--- src/rtl/packer_pkg.sv ---
// rtl/packer_pkg.sv - shared types and helpers for the operand packer
// Purpose : precision codes, packer state enum, element-width helpers.
// Ports   : none (package).
// Config  : PACKER_SAT_EN is consumed only by elem_narrow.
`timescale 1ns/1ps
package packer_pkg;

  localparam logic [1:0] PREC_2B = 2'd0;
  localparam logic [1:0] PREC_4B = 2'd1;
  localparam logic [1:0] PREC_8B = 2'd2;

  typedef enum logic [1:0] {
    EMPTY = 2'd0,
    FILL  = 2'd1,
    FULL  = 2'd2
  } state_t;

  // Code 3 is reserved and behaves as 8-bit.
  function automatic logic [3:0] elem_width(input logic [1:0] prec);
    case (prec)
      PREC_2B: return 4'd2;
      PREC_4B: return 4'd4;
      default: return 4'd8;
    endcase
  endfunction

  function automatic logic [4:0] elems_per_word(input logic [1:0] prec);
    case (prec)
      PREC_2B: return 5'd16;
      PREC_4B: return 5'd8;
      default: return 5'd4;
    endcase
  endfunction

endpackage

--- src/rtl/elem_narrow.sv ---
// rtl/elem_narrow.sv - combinational 8-bit to W-bit operand narrowing
// Purpose : narrow a two's complement byte to the precision's element width,
//           zero-extended back to 8 bits.
// Ports   : prec    in  2  precision code selecting W
//           in_data in  8  operand
//           narrow  out 8  narrowed element in the low W bits, upper bits 0
// Config  : PACKER_SAT_EN defined -> saturate to the signed W-bit range,
//           undefined -> truncate to the low W bits.
`timescale 1ns/1ps
module elem_narrow
  import packer_pkg::*;
(
  input  logic [1:0] prec,
  input  logic [7:0] in_data,
  output logic [7:0] narrow
);

  always_comb begin
    narrow = in_data;
`ifdef PACKER_SAT_EN
    case (prec)
      PREC_2B: begin
        if ($signed(in_data) > 8'sd1)       narrow = 8'h01;
        else if ($signed(in_data) < -8'sd2) narrow = 8'h02;
        else                                narrow = {6'b0, in_data[1:0]};
      end
      PREC_4B: begin
        if ($signed(in_data) > 8'sd7)       narrow = 8'h07;
        else if ($signed(in_data) < -8'sd8) narrow = 8'h08;
        else                                narrow = {4'b0, in_data[3:0]};
      end
      default: narrow = in_data;
    endcase
`else
    case (prec)
      PREC_2B: narrow = {6'b0, in_data[1:0]};
      PREC_4B: narrow = {4'b0, in_data[3:0]};
      default: narrow = in_data;
    endcase
`endif
  end

endmodule

--- src/rtl/operand_packer_32bit.sv ---
// rtl/operand_packer_32bit.sv - packs narrowed operands LSB-first into 32-bit words
// Purpose : accept one byte operand per cycle, narrow it to 2/4/8 bits and
//           pack into 32-bit words behind a one-entry output register.
// Ports   : clk, reset (async, active-high)
//           prec[1:0], in_data[7:0], in_valid, in_last, in_ready  - operand input
//           out_data[31:0], out_count[4:0], out_last, out_valid, out_ready - word output
// Config  : PACKER_SAT_EN selects saturating narrowing (see elem_narrow).
`timescale 1ns/1ps
module operand_packer_32bit
  import packer_pkg::*;
#(
  parameter int DATA_W = 32,
  parameter int IN_W   = 8
) (
  input  logic              clk,
  input  logic              reset,
  input  logic [1:0]        prec,
  input  logic [IN_W-1:0]   in_data,
  input  logic              in_valid,
  input  logic              in_last,
  output logic              in_ready,
  output logic [DATA_W-1:0] out_data,
  output logic [4:0]        out_count,
  output logic              out_last,
  output logic              out_valid,
  input  logic              out_ready
);

  state_t      state, state_n;
  logic [31:0] acc, acc_n;
  logic [4:0]  acc_cnt, cnt_n;
  logic        acc_last, last_n;
  logic [1:0]  acc_prec, prec_n;

  logic        load_out;
  logic [31:0] load_data;
  logic [4:0]  load_count;
  logic        load_last;

  logic [1:0]  cur_prec;
  logic [7:0]  elem;
  logic [8:0]  offset;
  logic [31:0] word;
  logic [4:0]  cnt_inc;
  logic        in_fire;
  logic        out_free;

  // The first element of a word takes the live prec; later ones use the latched copy.
  assign cur_prec = (state == EMPTY) ? prec : acc_prec;

  elem_narrow u_narrow (
    .prec    (cur_prec),
    .in_data (in_data),
    .narrow  (elem)
  );

  assign offset   = 9'(acc_cnt) * 9'(elem_width(cur_prec));
  assign word     = acc | ({24'b0, elem} << offset);
  assign cnt_inc  = acc_cnt + 5'd1;
  assign in_ready = (state != FULL);
  assign in_fire  = in_valid && in_ready;
  assign out_free = !out_valid || out_ready;

  always_comb begin
    state_n    = state;
    acc_n      = acc;
    cnt_n      = acc_cnt;
    last_n     = acc_last;
    prec_n     = acc_prec;
    load_out   = 1'b0;
    load_data  = acc;
    load_count = acc_cnt;
    load_last  = acc_last;
    case (state)
      EMPTY, FILL: begin
        if (in_fire) begin
          prec_n = cur_prec;
          if (cnt_inc == elems_per_word(cur_prec) || in_last) begin
            if (out_free) begin
              load_out   = 1'b1;
              load_data  = word;
              load_count = cnt_inc;
              load_last  = in_last;
              acc_n      = '0;
              cnt_n      = '0;
              last_n     = 1'b0;
              state_n    = EMPTY;
            end else begin
              // Completed word parks in the accumulator until the output frees.
              acc_n   = word;
              cnt_n   = cnt_inc;
              last_n  = in_last;
              state_n = FULL;
            end
          end else begin
            acc_n   = word;
            cnt_n   = cnt_inc;
            state_n = FILL;
          end
        end
      end
      FULL: begin
        if (out_free) begin
          load_out = 1'b1;
          acc_n    = '0;
          cnt_n    = '0;
          last_n   = 1'b0;
          state_n  = EMPTY;
        end
      end
      default: state_n = EMPTY;
    endcase
  end

  always_ff @(posedge clk or posedge reset) begin
    if (reset) begin
      state     <= EMPTY;
      acc       <= '0;
      acc_cnt   <= '0;
      acc_last  <= 1'b0;
      acc_prec  <= PREC_2B;
      out_valid <= 1'b0;
      out_data  <= '0;
      out_count <= '0;
      out_last  <= 1'b0;
    end else begin
      state    <= state_n;
      acc      <= acc_n;
      acc_cnt  <= cnt_n;
      acc_last <= last_n;
      acc_prec <= prec_n;
      if (load_out) begin
        out_valid <= 1'b1;
        out_data  <= load_data;
        out_count <= load_count;
        out_last  <= load_last;
      end else if (out_ready) begin
        out_valid <= 1'b0;
      end
    end
  end

endmodule

--- config.mk ---
export PLATFORM = sky130hd
export DESIGN_NAME = operand_packer_32bit
export DESIGN_NICKNAME = d
export VERILOG_FILES = /design/src/rtl/packer_pkg.sv /design/src/rtl/elem_narrow.sv /design/src/rtl/operand_packer_32bit.sv
export SDC_FILE = /design/constraint.sdc
export NUM_CORES = 1
export LEC_CHECK = 0
export BUFFER_PORTS_ARGS = -buffer_cell sky130_fd_sc_hd__buf_2
export CORE_ASPECT_RATIO = 0.9
export CORE_UTILIZATION = 55
export DETAILED_ROUTE_END_ITERATION = 12
export MAX_ROUTING_LAYER = met4
export PLACE_DENSITY = 0.79
export SYNTH_ARGS = -nofsm -noshare
export SYNTH_HDL_FRONTEND = slang
export SYNTH_HIERARCHICAL = 1
export SYNTH_SLANG_ARGS = --single-unit
--- constraint.sdc ---
create_clock -name clk -period 6.5 [get_ports clk]
set_input_delay 1.3 -clock clk [delete_from_list [all_inputs] [get_ports clk]]
set_output_delay 1.3 -clock clk [all_outputs]
set_load 0.01 [all_outputs]
# ---- Word-level counts from Yosys, hierarchy flattened
# Cells that the tools add are included.
dict set report totals {
  ff_bits 81
  in_bits 15
}
dict set report op_classes {
  n_mul 1
  eq_ne 8
  n_addsub 1
  n_reduce_logical 13
  n_bitwise 1
  n_shift 1
  n_mux 44
}
# op count
set ops {}
lappend ops {{$mux 32} 8}
lappend ops {{$pmux 32 s2} 1}
lappend ops {{$mux 5} 10}
lappend ops {{$or 32x32->32} 1}
lappend ops {{$shl 8x9->32} 1}
lappend ops {{$pmux 5 s2} 2}
lappend ops {{$pmux 8 s2} 1}
lappend ops {{$mux 1} 13}
lappend ops {{$mux 2} 5}
lappend ops {{$mul 5x4->9} 1}
lappend ops {{$ne 2x2->1 const B} 4}
lappend ops {{$pmux 4 s2} 1}
lappend ops {{$add 5x1->5 const B} 1}
lappend ops {{$eq 5x5->1} 1}
lappend ops {{$eq 2x1->1 const B} 2}
lappend ops {{$logic_not 2->1} 2}
lappend ops {{$pmux 1 s2} 2}
lappend ops {{$pmux 2 s2} 1}
lappend ops {{$reduce_and 2->1} 2}
lappend ops {{$reduce_and 4->1} 1}
lappend ops {{$reduce_bool 2->1} 2}
lappend ops {{$reduce_and 3->1} 1}
lappend ops {{$eq 2x2->1 const B} 1}
lappend ops {{$logic_or 1x1->1} 2}
lappend ops {{3 further kinds} 3}

# ---- Logic depth before layout (Yosys ltp)
dict set report logic_depth {
  word_depth 12
  depth_mapped 21
}

# ---- Cells and area by module
# Netlist, hierarchy kept.
# mod instances area_per_inst_um2 cells_per_inst seq_area_each_um2
set by_module_without_submodules {}
lappend by_module_without_submodules {operand_packer_32bit 1 4764.6 518 2026.9}
lappend by_module_without_submodules {elem_narrow 1 55.1 8 0.0}

# ---- Worst setup path after synthesis
# OpenSTA, ideal clock, no wires.
dict set report synth_path {
  path_kind {in2reg}
  from {in prec[1]}
  to {reg out_data[18]}
  t_arrival_ps 5316
  path_stages 18
  setup_slack_ps 1107
  setup_ps 77
  path_buffers 3
  path_cell_list {or4_4 -> o31ai_1 -> buf_6 -> and2_1 -> fa_1 -> ha_1 -> ha_1 -> inv_1 -> fa_1 -> nor2b_1 -> clkbuf_1 -> and3_1 -> buf_1 -> nand4_1 -> o21a_1 -> a31o_2 -> or2_2 -> a21oi_1}
}
dict set report synth_via {
  elab_chain_cells 10
  elab_cells_between_ends 20
  classes_between {1 x mul; 2 x eq/ne; 1 x shift; 13 x mux; 1 x bitwise; 2 x reduce/logical}
}
# item line_no
set synth_lines {}
lappend synth_lines {{from (decl)} operand_packer_32bit.sv:17} ;# input logic [1:0] prec,
lappend synth_lines {{$mux 2 *} operand_packer_32bit.sv:49} ;# assign cur_prec = (state == EMPTY) ? prec : acc_prec;
lappend synth_lines {{$eq 2x1->1 / $logic_not 2->1 (equally long branches)} {packer_pkg.sv:20, packer_pkg.sv:28, elem_narrow.sv:35}}
lappend synth_lines {{$pmux 4 s2 / $pmux 5 s2 (equally long branches)} {packer_pkg.sv:20, packer_pkg.sv:28}}
lappend synth_lines {{$mul 5x4->9 / $mux 5 (equally long branches)} {operand_packer_32bit.sv:57, operand_packer_32bit.sv:76}}
lappend synth_lines {{$shl 8x9->32 / $mux 5 (equally long branches)} {operand_packer_32bit.sv:58, operand_packer_32bit.sv:74}}
lappend synth_lines {{$or 32x32->32 / $eq 5x5->1 (equally long branches)} {operand_packer_32bit.sv:58, operand_packer_32bit.sv:78}}
lappend synth_lines {{$mux 32 / $logic_or 1x1->1 (equally long branches)} {operand_packer_32bit.sv:79, operand_packer_32bit.sv:78}}
lappend synth_lines {{$mux 32 / $mux 1 (equally long branches)} operand_packer_32bit.sv:78} ;# if (cnt_inc == elems_per_word(cur_prec) || in_last) begin
lappend synth_lines {{$mux 32 / $mux 1 (equally long branches)} operand_packer_32bit.sv:76} ;# if (in_fire) begin
lappend synth_lines {{$mux 32 / $pmux 1 s2 (equally long branches)} operand_packer_32bit.sv:74} ;# case (state)
lappend synth_lines {{to (signal assigned)} operand_packer_32bit.sv:134} ;# out_data <= load_data;
lappend synth_lines {{to (decl)} operand_packer_32bit.sv:22} ;# output logic [DATA_W-1:0] out_data,
# Every way passes the cells marked *; elsewhere a longest branch is shown, timed or not. The select of a mux whose other input is x is not followed.
# A chain may end at the register's enable or synchronous reset.

# ---- Worst setup path after layout
dict set report layout_path {
  from {in prec[1]}
  to {reg out_data[18]}
}
dict set report layout_via {
  elab_chain_cells 10
  elab_cells_between_ends 20
  classes_between {1 x mul; 2 x eq/ne; 1 x shift; 13 x mux; 1 x bitwise; 2 x reduce/logical}
}
# item line_no
set layout_lines {}
lappend layout_lines {{$mux 2 *} operand_packer_32bit.sv:49}
lappend layout_lines {{named net cur_prec[1]} operand_packer_32bit.sv:40} ;# logic [1:0] cur_prec;
lappend layout_lines {{$eq 2x1->1 / $logic_not 2->1 (equally long branches)} {packer_pkg.sv:20, packer_pkg.sv:28, elem_narrow.sv:35}}
lappend layout_lines {{$pmux 4 s2 / $pmux 5 s2 (equally long branches)} {packer_pkg.sv:20, packer_pkg.sv:28}}
lappend layout_lines {{$mul 5x4->9 / $mux 5 (equally long branches)} {operand_packer_32bit.sv:57, operand_packer_32bit.sv:76}}
lappend layout_lines {{$shl 8x9->32 / $mux 5 (equally long branches)} {operand_packer_32bit.sv:58, operand_packer_32bit.sv:74}}
lappend layout_lines {{$or 32x32->32 / $eq 5x5->1 (equally long branches)} {operand_packer_32bit.sv:58, operand_packer_32bit.sv:78}}
lappend layout_lines {{$mux 32 / $logic_or 1x1->1 (equally long branches)} {operand_packer_32bit.sv:79, operand_packer_32bit.sv:78}}
lappend layout_lines {{$mux 32 / $mux 1 (equally long branches)} operand_packer_32bit.sv:78}
lappend layout_lines {{$mux 32 / $mux 1 (equally long branches)} operand_packer_32bit.sv:76}
lappend layout_lines {{$mux 32 / $pmux 1 s2 (equally long branches)} operand_packer_32bit.sv:74}
# The timed path passes the listed nets; every way through them passes the cells marked *. The select of a mux whose other input is x is not followed.

==> key figures <==
Global route
  • Vias in the first global route: ~4,000
  • Largest net degree at the start of global routing: 82
  • Gr usage total: 0.293
  • Global-route wire length before repair: just over 20 mm
  • Initial antenna violation count: 0
  • Overflow after GRT: 0

Yosys
  • Mapped Cells: ~530
  • Mux contribution to synthesized area: 0.0143
  • Simple logic cell fraction of the synthesized area: 0.200
  • Post-synth EDFFs: 0
  • Synth area leaders: dfrtp_1 (42%), nand2_1 (5.3%), ha_1 (3.4%)
  • Main combinational cell family by area after synthesis: compound AO/OA/AOI/OAI gates
  • Register area share after synthesis: 0.421
  • Cell taking the most area after synthesis: dfrtp_1
  • Post-Synth Adder-Cell Area: 0.0504
  • Mapped Avg Cell Area: 9.16 µm²
  • Synth Area in XOR/XNOR: 0.00545
  • Post-synth top cells: dfrtp_1 (81), nand2_1 (68), nor2_1 (37)
  • Synth warn: 6
  • Syn nets: about 560
  • Post-Syn Area: approximately 0.0048 mm²
  • Cell variety after synth: 67
  • Synth async-reset ratio: 1.00
  • Top-area cell type share of the netlist area: 0.421
  • Most common cell in the netlist: dfrtp_1
  • Top FF cell, synth: dfrtp_1
  • Complex-gate fraction of the synthesized area: 0.248
  • Yosys reg bits: 81

Clock tree
  • Post-CTS Setup Inserts: 0
  • CTS tree: yes
  • Clock Tree Root: clkbuf_8
  • Clk Latency, worst-skew pair: between 0.3 and 0.4 ns
  • Clk sink count: 81
  • Post-CTS sizing: 0
  • Clk slew on worst S/H paths: 0.09 ns
  • Hold Buf Count CTS: 0
  • # H-tree levels: 3
  • CTS max path bufs: 2
  • TritonCTS Buffers: 9

Routing
  • Wire length per cell: about 18 µm
  • Post-DR vias/cell: a little over 6
  • Routed via count: 4,168
  • Pre-antenna DRT Iters: 5
  • # DRC: 0
  • First DRT Iteration DRCs: roughly 420
  • Drt total wl: between 10 and 15 mm
  • Antenna-violating nets left: 0

Floorplan
  • Horiz. Die Dim: ~100 µm
  • Initial core utilization: 0.565
  • # rows: 32
  • Ports: between 50 and 60
  • Die ar.: roughly 0.009 mm²
  • Die Height: around 90 µm
  • CORE AREA: around 0.0085 mm²

Placement
  • Dpl cells: around 670
  • Port-buffer cells: 54
  • GP Congestion: slightly above 0.9
  • Post-DP HPWL: ~8.4 mm

Layout
  • Non-filler instance count after layout: 683
  • Area of the multi-input gates: around 0.0025 mm²
  • Diode count: 0
  • Final net count: 591
  • Fill cells: between 700 and 800
  • Register area: between 0.002 and 0.0025 mm²
  • Area grow syn2layout: 9.32%
  • Share of cells above drive strength 1: 0.174

Critical path
  • CP cell instances: buf_2 -> or3b_1 -> and2_1 -> clkinv_1 -> nor3_1 -> fa_1 -> ha_1 -> ha_1 -> inv_1 -> fa_1 -> and2_0 -> nand2b_1 -> nor2_1 -> nand3_1 -> a31o_2 -> or2_2 -> a21oi_1
  • CP Buf/Inv Count: 3
  • Crit path required time: between 6 and 7 ns
  • R2R Setup Slk: between 1.5 and 2 ns
  • Critical path fanouts, max: 14
  • Crit start category: input port
  • Setup crit start: prec[1]
  • Worst reg2reg path depth: 16
  • Arr. time, crit path: about 5.7 ns
  • Worst reg2reg path startpoint: state[1]$_DFFE_PP0P_
  • Slowest CP cell: fa_1
  • Crit Path Category: input port to flop
  • CP peak stage delay: 0.59 ns
  • R2R Path End: out_data[18]$_DFFE_PP0P_
  • Top cell family by delay on the critical path: simple AND/OR/NAND/NOR gates
  • Crit. End Element: flop

STA
  • Fin Clk Skew: 0.0119 ns
  • Final Hold Fails: 0
  • Slew of the pin with the lowest slew margin: ~1.1 ns
  • FMAX: around 0.19 GHz
  • Setup_tns: 0 ns
  • Slew margin rel.: 0.249
  • Slew Limit Fails: 0
  • Fin crit share: 0.831
  • Final setup vio count: 0
  • Tmin final: between 5 and 6 ns
  • Unrepaired setup endpoints after global routing: no

Pwr
  • Leak pwr: between 2 and 2.5 nW
  • Power Density: 387 mW/mm²
  • VDD IR max: 201 µV

Worst hold path
  • Worst Hold End: out_data[13]$_DFFE_PP0P_
  • Hold depth: 2
  • Startpoint of the worst hold path: out_data[13]$_DFFE_PP0P_
  • HP Class: flop to flop

Job
  • MaxCap Viol Count: 0

Status
  • Outcome: finished clean
[registers in the layout (all words and copies together) (netlist names)]
| signal | flops |
|---|---|
| acc_last | 1 |
| out_data | 32 |
| acc | 32 |
| out_last | 1 |
| out_count | 5 |
| acc_cnt | 5 |
| acc_prec | 2 |
| out_valid | 1 |
| state | 2 |
[logic make-up after synthesis]
kind of cell / Yosys count
flops: 81
simple gates: 196
xor+xnor: 3
buf+inv: 60
compound gates: 165
mux: 4
fa+ha+maj: 17
[worst reg2reg max path: cells and delay by family (launching register included)]
| family | cells | cell delay, ns |
|---|---|---|
| flops | 1 | 0.48 |
| fa+ha+maj | 4 | 1.51 |
| compound gates | 3 | 0.60 |
| simple gates | 7 | 1.91 |
| buf+inv | 2 | 0.36 |
[per-stage QoR]
stage | power [mW] | instance area, µm² | hold WS [ns] | util | worst slack, ns
floorplan | 1.40 | 4820 | 0.450 | - | 1.11
global placement | 1.63 | 5070 | 0.447 | 0.595 | 0.970
detailed placement | 1.66 | 5070 | 0.455 | 0.595 | 0.736
CTS | 2.04 | 5270 | 0.475 | 0.618 | 1.12
global route | 2.18 | 5270 | 0.512 | 0.618 | 0.739
finish | 2.04 | 5270 | 0.467 | 0.618 | 1.10
[layer usage]
layer	up-vias	track usage	share of wire
met4	0	0.0664	0.012
li1	1979	-	-
met3	18	0.0449	0.057
met5	-	-	0
met1	2039	0.432	0.48
met2	132	0.426	0.45
[area by class of cell]
type,count,share of cell area
clock buffers,10,0.0242
clock inverters,6,0.0126
inverters,21,0.0152
multi-input cells,385,0.474
flip-flops and latches,81,0.385
well taps,119,0.0283
repair buffers,61,0.0613
[report_power, final]
| part | switching [mW] | internal [mW] |
|---|---|---|
| Combinational | 0.559 | 0.317 |
| Sequential | 0.117 | 0.668 |
| Clock | 0.197 | 0.179 |
[cell usage in the layout (no fill, tap or decap), drive strengths merged, types with 5 or more instances in the layout]
| cell type | count |
|---|---|
| a31oi | 22 |
| inv | 19 |
| or2 | 5 |
| buf | 61 |
| a22o | 16 |
| nand2 | 69 |
| nor2b | 5 |
| nand3 | 18 |
| o21a | 6 |
| a21oi | 26 |
| dfrtp | 81 |
| and2 | 20 |
| clkbuf | 10 |
| a32oi | 5 |
| clkinv | 7 |
| ha | 13 |
| nand2b | 9 |
| a221o | 5 |
| nor3 | 12 |
| o21ai | 39 |
| a41oi | 8 |
| nor2 | 39 |
[worst max-delay path by stage]
stage / to / cells after the start
floorplan: out_data[18]$_DFFE_PP0P_ / 18
global placement: out_data[18]$_DFFE_PP0P_ / 17
detailed placement: out_data[18]$_DFFE_PP0P_ / 17
CTS: out_data[18]$_DFFE_PP0P_ / 17
global route: out_data[1]$_DFFE_PP0P_ / 18
finish: out_data[18]$_DFFE_PP0P_ / 17
No activity file was read; power rests on OpenSTA's default activity.
